File: src/rtl/npu_bus_arbiter.sv
// Shared NPU data-bus arbiter: the host has fixed top priority and the PEs are served round-robin.
// Tenures have a bounded length, and idle turnaround cycles separate one driver from the next.
module npu_bus_arbiter #(
   parameter int unsigned NUM_PE     = 8,
   parameter int unsigned TURNAROUND = 1,
   parameter int unsigned MAX_BEATS  = 32
) (
   input  logic              clk,
   input  logic              rst,
   input  logic              host_req,
   input  logic              host_last,
   input  logic [NUM_PE-1:0] pe_req,
   input  logic [NUM_PE-1:0] pe_last,
   output logic              host_gnt,
   output logic [NUM_PE-1:0] pe_oe,
   output logic              gnt_valid,
   output logic [3:0]        gnt_id,
   output logic              timeout,
   output logic              bus_busy
);

   localparam int unsigned IDX_W  = 3;
   localparam int unsigned BEAT_W = 6;
   localparam int unsigned TURN_W = 2;
   localparam logic [BEAT_W-1:0] LAST_BEAT = BEAT_W'(MAX_BEATS - 1);
   localparam logic [TURN_W-1:0] LAST_TURN = TURN_W'(TURNAROUND - 1);
   localparam logic [3:0]        HOST_ID   = 4'b1000;

   typedef enum logic [1:0] {
      ST_IDLE,
      ST_GRANT,
      ST_TURN
   } state_e;

   state_e             state_q,    state_d;
   logic               host_gnt_q, host_gnt_d;
   logic [NUM_PE-1:0]  pe_oe_q,    pe_oe_d;
   logic               gnt_valid_q, gnt_valid_d;
   logic [3:0]         gnt_id_q,   gnt_id_d;
   logic               timeout_q,  timeout_d;
   logic               bus_busy_q, bus_busy_d;
   logic [IDX_W-1:0]   rr_ptr_q,   rr_ptr_d;
   logic [BEAT_W-1:0]  beat_cnt_q, beat_cnt_d;
   logic [TURN_W-1:0]  turn_cnt_q, turn_cnt_d;

   logic               pe_hit;
   logic [IDX_W-1:0]   pe_sel;
   logic [IDX_W-1:0]   cand;
   logic [IDX_W-1:0]   cur_idx;
   logic               cur_req;
   logic               cur_last;

   // Round-robin search starting at rr_ptr; the 3-bit index wraps modulo 8 by itself.
   always_comb begin
      // NOTE: every combinational output gets a default before any branch, so no latch can be inferred.
      pe_hit = 1'b0;
      pe_sel = '0;
      cand   = '0;
      for (int k = 0; k < NUM_PE; k++) begin
         cand = rr_ptr_q + IDX_W'(k);
         if (!pe_hit && pe_req[cand]) begin
            pe_hit = 1'b1;
            pe_sel = cand;
         end
      end
   end

   // Only the granted requester's req/last can influence the running tenure.
   always_comb begin
      cur_idx  = gnt_id_q[IDX_W-1:0];
      cur_req  = host_gnt_q ? host_req  : pe_req[cur_idx];
      cur_last = host_gnt_q ? host_last : pe_last[cur_idx];
   end

   always_comb begin
      state_d    = state_q;
      host_gnt_d = host_gnt_q;
      pe_oe_d    = pe_oe_q;
      gnt_id_d   = gnt_id_q;
      rr_ptr_d   = rr_ptr_q;
      beat_cnt_d = beat_cnt_q;
      turn_cnt_d = turn_cnt_q;
      timeout_d  = 1'b0;

      case (state_q)
         ST_IDLE: begin
            if (host_req) begin
               state_d    = ST_GRANT;
               host_gnt_d = 1'b1;
               gnt_id_d   = HOST_ID;
               beat_cnt_d = '0;
            end else if (pe_hit) begin
               state_d          = ST_GRANT;
               pe_oe_d          = '0;
               pe_oe_d[pe_sel]  = 1'b1;
               gnt_id_d         = {1'b0, pe_sel};
               rr_ptr_d         = pe_sel + IDX_W'(1);
               beat_cnt_d       = '0;
            end
         end

         ST_GRANT: begin
            if (!cur_req || cur_last || (beat_cnt_q == LAST_BEAT)) begin
               state_d    = ST_TURN;
               host_gnt_d = 1'b0;
               pe_oe_d    = '0;
               turn_cnt_d = '0;
               // The limit only counts as a timeout when no normal release or abort coincides with it.
               timeout_d  = cur_req && !cur_last;
            end else begin
               beat_cnt_d = beat_cnt_q + BEAT_W'(1);
            end
         end

         ST_TURN: begin
            if (turn_cnt_q == LAST_TURN) begin
               state_d = ST_IDLE;
            end else begin
               turn_cnt_d = turn_cnt_q + TURN_W'(1);
            end
         end

         default: begin
            state_d    = ST_IDLE;
            host_gnt_d = 1'b0;
            pe_oe_d    = '0;
         end
      endcase

      gnt_valid_d = host_gnt_d | (|pe_oe_d);
      bus_busy_d  = (state_d != ST_IDLE);
   end

   always_ff @(posedge clk or negedge rst) begin
      if (!rst) begin
         state_q     <= ST_IDLE;
         host_gnt_q  <= 1'b0;
         pe_oe_q     <= '0;
         gnt_valid_q <= 1'b0;
         gnt_id_q    <= '0;
         timeout_q   <= 1'b0;
         bus_busy_q  <= 1'b0;
         rr_ptr_q    <= '0;
         beat_cnt_q  <= '0;
         turn_cnt_q  <= '0;
      end else begin
         // NOTE: non-blocking assignments, so every register updates from values sampled before the edge.
         state_q     <= state_d;
         host_gnt_q  <= host_gnt_d;
         pe_oe_q     <= pe_oe_d;
         gnt_valid_q <= gnt_valid_d;
         gnt_id_q    <= gnt_id_d;
         timeout_q   <= timeout_d;
         bus_busy_q  <= bus_busy_d;
         rr_ptr_q    <= rr_ptr_d;
         beat_cnt_q  <= beat_cnt_d;
         turn_cnt_q  <= turn_cnt_d;
      end
   end

   assign host_gnt  = host_gnt_q;
   assign pe_oe     = pe_oe_q;
   assign gnt_valid = gnt_valid_q;
   assign gnt_id    = gnt_id_q;
   assign timeout   = timeout_q;
   assign bus_busy  = bus_busy_q;

endmodule
File: config.mk
export PLATFORM = sky130hd
export DESIGN_NAME = npu_bus_arbiter
export DESIGN_NICKNAME = d
export VERILOG_FILES = /design/src/rtl/npu_bus_arbiter.sv
export SDC_FILE = /design/constraint.sdc
export NUM_CORES = 1
export LEC_CHECK = 0
export CORE_MARGIN = 2
export CORE_UTILIZATION = 56
export CTS_BUF_LIST = sky130_fd_sc_hd__clkbuf_8
export DETAILED_ROUTE_END_ITERATION = 7
export GPL_TIMING_DRIVEN = 0
export PLACE_DENSITY_LB_ADDON = 0.25
export REMOVE_ABC_BUFFERS = 1
export SLEW_MARGIN = 20
export SYNTH_ARGS = -nofsm -noshare
export SYNTH_HDL_FRONTEND = slang
export SYNTH_SLANG_ARGS = --single-unit
File: constraint.sdc
create_clock -name clk -period 4.3 [get_ports clk]
set_clock_uncertainty 0.15 [all_clocks]
set_input_delay 0.86 -clock clk [delete_from_list [all_inputs] [get_ports clk]]
set_output_delay 0.86 -clock clk [all_outputs]
set_load 0.005 [all_outputs]
==> impl_metrics.env <==
export IMPL_outcome="completed"
export IMPL_synth_area_top_cells="dfrtp_1 (31%), mux4_2 (8.6%), mux2i_1 (4.7%), nand2_1 (4.2%), nor2_1 (3.0%)"
export IMPL_cts_buffers=5
export IMPL_nNetsFinal=304
export IMPL_post_route_min_period_ns=3.86
export IMPL_wl_um=5250
export IMPL_initialDrtViolationCount=144
export IMPL_ff_latch_area_um2=727
export IMPL_grtUsageTotal_pct=24.5
export IMPL_cp_data_required_time_ns=4.33
export IMPL_area_delta_synth_final_pct=18.3
export IMPL_synth_seq_area_share_pct=30.9
export IMPL_leakagePower_nw=1.15
export IMPL_die_area_um2=4730
export IMPL_syn_area_per_cell_um2=9.51
export IMPL_vias_per_cell=6.13
export IMPL_portBuffers=35
export IMPL_synth_ff_type="dfrtp_1"
export IMPL_period_share_pct=89.8
export IMPL_dpl_cell_count=323
export IMPL_power_density_nw_per_um2=865
export IMPL_crit_type="flop to flop"
export IMPL_grt_setup_unrepaired="no"
export IMPL_ys_seq_elements=29
export IMPL_clkTransAtPathRegs_ns=0.07
export IMPL_cp_end_kind="flop"
export IMPL_antennaDiodeCount=0
export IMPL_finalSetupTns_ns=0
export IMPL_cts_tree="built"
export IMPL_path_max_fanout=13
export IMPL_dieWidth_um=68.8
export IMPL_ctsResizeCount=0
export IMPL_tightestPinTransition_ns=0.637
export IMPL_synth_cell_types=65
export IMPL_vdd_drop_max_mv=0.479
export IMPL_clock_sinks=29
export IMPL_synth_top_area_share_pct=30.9
export IMPL_grt_max_degree=30
export IMPL_final_hold_viol_count=0
export IMPL_mostFrequentLayoutCell="clkdlybuf4s50_1"
export IMPL_placed_cell_area_um2=2700
export IMPL_fill_cells=307
export IMPL_dp_hpwl_um=3940
export IMPL_power_net_switching_w=0.00117
export IMPL_wl_per_cell_um=15.9
export IMPL_max_slew_margin_pct=57.5
export IMPL_clock_power_share_pct=9.1
export IMPL_num_vias=2029
export IMPL_drtAntennaViolNets=0
export IMPL_gr_total_overflow=0
export IMPL_pin_count=36
export IMPL_core_region_area_um2=4030
export IMPL_dr_pass1_iters=4
export IMPL_ys_async_sr_fraction_pct=100
export IMPL_grt_pass1_wl_um=8650
export IMPL_drv_slew=0
export IMPL_p_seq_share_pct=20.7
export IMPL_clock_path_buffers=2
export IMPL_yosys_area_top_type="dfrtp_1"
export IMPL_drv_cap=0
export IMPL_drive_above_1_share_pct=15.7
export IMPL_pwr_share_comb_pct=70.3
export IMPL_p_int_w=0.00124
export IMPL_dieHeight_um=68.8
export IMPL_final_util_pct=69.0
export IMPL_gp_congestion=0.906
export IMPL_finalSetupViolCount=0
export IMPL_synth_edf_count=0
export IMPL_rows=23
export IMPL_htreeDepth=2
export IMPL_layout_common_cells="clkdlybuf4s50_1 (34), dfrtp_1 (28), nand2_1 (26)"
export IMPL_multi_input_area_um2=1500
export IMPL_synth_area_um2=2350
export IMPL_hold_buffers=0
export IMPL_cts_setup_buffers=0
export IMPL_cts_root_buf="clkbuf_8"
export IMPL_cp_data_arrival_time_ns=3.89
export IMPL_min_path_type="flop to flop"
export IMPL_clk_latency_ns=0.29
export IMPL_yosys_warnings=0
export IMPL_antenna_found_initial=0
export IMPL_grt_pass1_vias=1901
export IMPL_final_area_um2=2780
export IMPL_sw_frac_of_total_pct=48.5
export IMPL_start_kind="flop"
export IMPL_power_w=0.00240
export IMPL_synthCells=247
export IMPL_drc=0
export IMPL_initial_utilization_pct=58.3
export IMPL_stdcell_count=331
export IMPL_fmax_ghz=0.259
==> registers in the layout, indices dropped and copies added (netlist names) <==
| signal | flops |
|---|---|
| pe_oe | 8 |
| gnt_valid | 1 |
| gnt_id | 4 |
| bus_busy | 1 |
| timeout | 1 |
| state_q | 2 |
| rr_ptr_q | 3 |
| beat_cnt_q | 6 |
| turn_cnt_q | 2 |
| host_gnt | 1 |
==> per-stage QoR <==
step                setup WS (ns)  hold WS [ns]
finish                      0.439         0.368
global route                0.212         0.404
CTS                         0.247         0.365
detailed placement          0.285         0.354
global placement            0.296         0.350
floorplan                   0.796         0.336
==> worst max-delay path, cell delays in order, from the launching register on <==
cell and delay (ns):
dfrtp_1 0.63, inv_1 0.20, ha_1 0.66, mux4_2 0.46, mux2i_1 0.35, and2_4 0.24
o211ai_4 0.12, o211a_1 0.36, o21ai_1 0.29, nor3_1 0.09, o22a_1 0.20
==> kinds of logic (layout without fill, tap and decap cells) <==
group	count (synthesis)	count (layout)	share of synthesized area, %
flip-flops	29	29	30.9
multiplexers	28	28	17.9
adder cells (fa/ha/maj)	4	4	2.13
AND/OR/NAND/NOR	87	87	18.8
AO/OA/AOI/OAI	67	67	22.6
buffers and inverters	26	60	5.38
XOR/XNOR	6	6	2.24
==> path summary, 6_finish.rpt <==
path                        startpoint     endpoint  slack, ns  cells past startpoint
max                        rr_ptr_q[1]     pe_oe[3]       0.44                     10
min                           pe_oe[2]     pe_oe[2]       0.37                      2
max reg2reg                rr_ptr_q[1]     pe_oe[3]       0.44                     10
min reg2reg                   pe_oe[2]     pe_oe[2]       0.37                      2
max in group asynchronous          rst  rr_ptr_q[0]       3.11                      1
min in group asynchronous          rst     pe_oe[5]       0.44                      1
==> power groups by stage <==
stage | logic, W | registers, W | clock network (W)
finish | 0.00169 | 0.000497 | 0.000218
global route | 0.00184 | 0.000519 | 0.000231
CTS | 0.00167 | 0.000496 | 0.000219
detailed placement | 0.00166 | 0.000501 | 0
global placement | 0.00164 | 0.000498 | 0
floorplan | 0.00127 | 0.000477 | 0
==> cell type report <==
type | count | share of cell area (%)
Sequential cell | 29 | 26.2
Clock inverter | 3 | 0.495
Timing Repair Buffer | 35 | 12.4
Clock buffer | 5 | 2.48
Multi-Input combinational cell | 192 | 53.9
Inverter | 17 | 2.30
Tap cell | 50 | 2.25
==> cell usage after synthesis (6+ instances only) <==
master and instances:
nand2_1 26, mux2i_1 11, inv_1 17, mux4_2 9, o21ai_1 6, nor3_1 8, mux2_2 6, a21oi_1 7
nor2_1 19, o21ai_0 12, dfrtp_1 29
==> metal layers <==
layer | track usage (%) | share of wire [%] | vias up
met5 | 0 | 0 | -
met4 | 4.90 | 0.93 | 0
met3 | 6.01 | 4.9 | 7
met2 | 40.4 | 48 | 62
met1 | 33.0 | 46 | 972
li1 | - | - | 988
No activity file was read; power rests on OpenSTA's default activity.
==> variant: new RTL, same flow settings <==
The localparam `BEAT_W` goes from 6 to 5.
--- a/src/rtl/npu_bus_arbiter.sv
+++ b/src/rtl/npu_bus_arbiter.sv
@@ -21,5 +21,5 @@
 
    localparam int unsigned IDX_W  = 3;
-   localparam int unsigned BEAT_W = 6;
+   localparam int unsigned BEAT_W = 5;
    localparam int unsigned TURN_W = 2;
    localparam logic [BEAT_W-1:0] LAST_BEAT = BEAT_W'(MAX_BEATS - 1);
Function: same outputs for any inputs over 10 cycles, from zero or initial values and one cycle with rst low; that may be too few to reach the edited logic, so the function may still have changed.
==> variant against the original RTL <==
  * Sequential cell count shrank 1
  * Area after synthesis grew 0.91%
  * Setup slack got worse by 0.13 ns
  * Count of clock-buffer cells in the layout down 1
  * Wire length is 5.5% higher
  * Final area up 1.1%
  * Power grew 6.1%
  * Hold slack worse by 0.0045 ns
==> variant: results <==
set metrics [dict create \
    clkSlewWorstSetupHoldPaths_ns 0.10 \
    dp_hpwl_microns 4090 \
    drive_above_1_share 0.193 \
    synth.avg_cell_area_sq_um 10.0 \
    synth_area_leaders "dfrtp_1 30%, mux4_2 12%, nand2_1 4.3%" \
    grt_start_max_net_pins 29 \
    htreeDepth 1 \
    place_congestion 0.974 \
    place_area_sq_um 2700 \
    slew-limit-headroom 0.580 \
    run_status "completed" \
    wl_microns 5540 \
    wl_met3_microns 335 \
    arrival_ns 3.99 \
    post-place-cells 312 \
    ant_nets 0 \
    drtIter0Drc 164 \
    firstDrtPassIters 5 \
    peakVddDrop_mv 0.430 \
    diodes 0 \
    clk_latency_ns 0.28 \
    yosysUniqueCellTypes 70 \
    met2WireLength_microns 2740 \
    cp_slowest_cell "dfrtp_2" \
    p_int_mw 1.33 \
    clk_path_buf_depth 2 \
    first_global_vias 1969 \
    synth-seq-area-share 0.296 \
    drt-met1-wl_microns 2430 \
    pre_cts_slack_ns -0.368 \
    viasPerCell 6.42 \
    hold_class "flop to flop" \
    gr-usage-all-layers 0.236 \
    cp_max_fo 15 \
    numCtsBuffers 3 \
    fin_nets 296 \
    final_cells 320 \
    synth_common_cells "28 x dfrtp_1, 27 x nand2_1, 18 x nor2_1" \
    crit_family "multiplexers" \
    leakage_nw 1.17 \
    grt_pass1_wl_microns 9380 \
    critPathMaxStageDelay_ns 0.60 \
]
[variant: layout make-up]
class                   instances  area (sq um)
well taps                      50          62.6
inverters                      12          45.0
clock buffers                   4          55.1
fillers                       322          1220
multi-input cells             187          1570
flip-flops and latches         28           703
repair buffers                 39           375
[variant: path summary, 6_finish.rpt]
path	start	endpoint	slack [ns]
setup / recovery	rr_ptr_q[0]	gnt_valid	0.31
hold / removal	gnt_id[3]	gnt_id[3]	0.36
setup reg to reg	rr_ptr_q[0]	gnt_valid	0.31
hold reg to reg	gnt_id[3]	gnt_id[3]	0.36
max in group asynchronous	rst	rr_ptr_q[0]	3.11
min in group asynchronous	rst	timeout	0.44
[variant: power groups by stage]
stage | sequential [mW] | combinational [mW] | clock [mW]
floorplan | 0.477 | 1.33 | 0
global placement | 0.499 | 1.71 | 0
detailed placement | 0.504 | 1.75 | 0
CTS | 0.501 | 1.76 | 0.167
global route | 0.523 | 2.04 | 0.176
finish | 0.499 | 1.88 | 0.167
[variant: tightest hold or removal path, cell delays in order, from the launching register on]
cell	delay [ns]
dfrtp_1	0.36
a21oi_1	0.04
nor2_1	0.08
[variant: timing repair]
item                       CTS  global route
buffers inserted             0             4
resized for setup            3             4
pin swaps                    0             1
hold endpoints to repair     0             0
setup endpoints to repair   14            14
[variant: logic make-up after synthesis]
family / count (synthesis) / share of synthesized area
buf+inv: 22 / 0.0528
compound gates: 59 / 0.194
flops: 28 / 0.296
fa+ha+maj: 5 / 0.0264
simple gates: 84 / 0.191
xor+xnor: 6 / 0.0222
mux: 33 / 0.218
[variant: routing by layer]
metal	vias up	global-route usage
met5	-	0
met4	0	0.0370
met3	4	0.0439
met2	76	0.393
met1	1002	0.328
li1	972	-
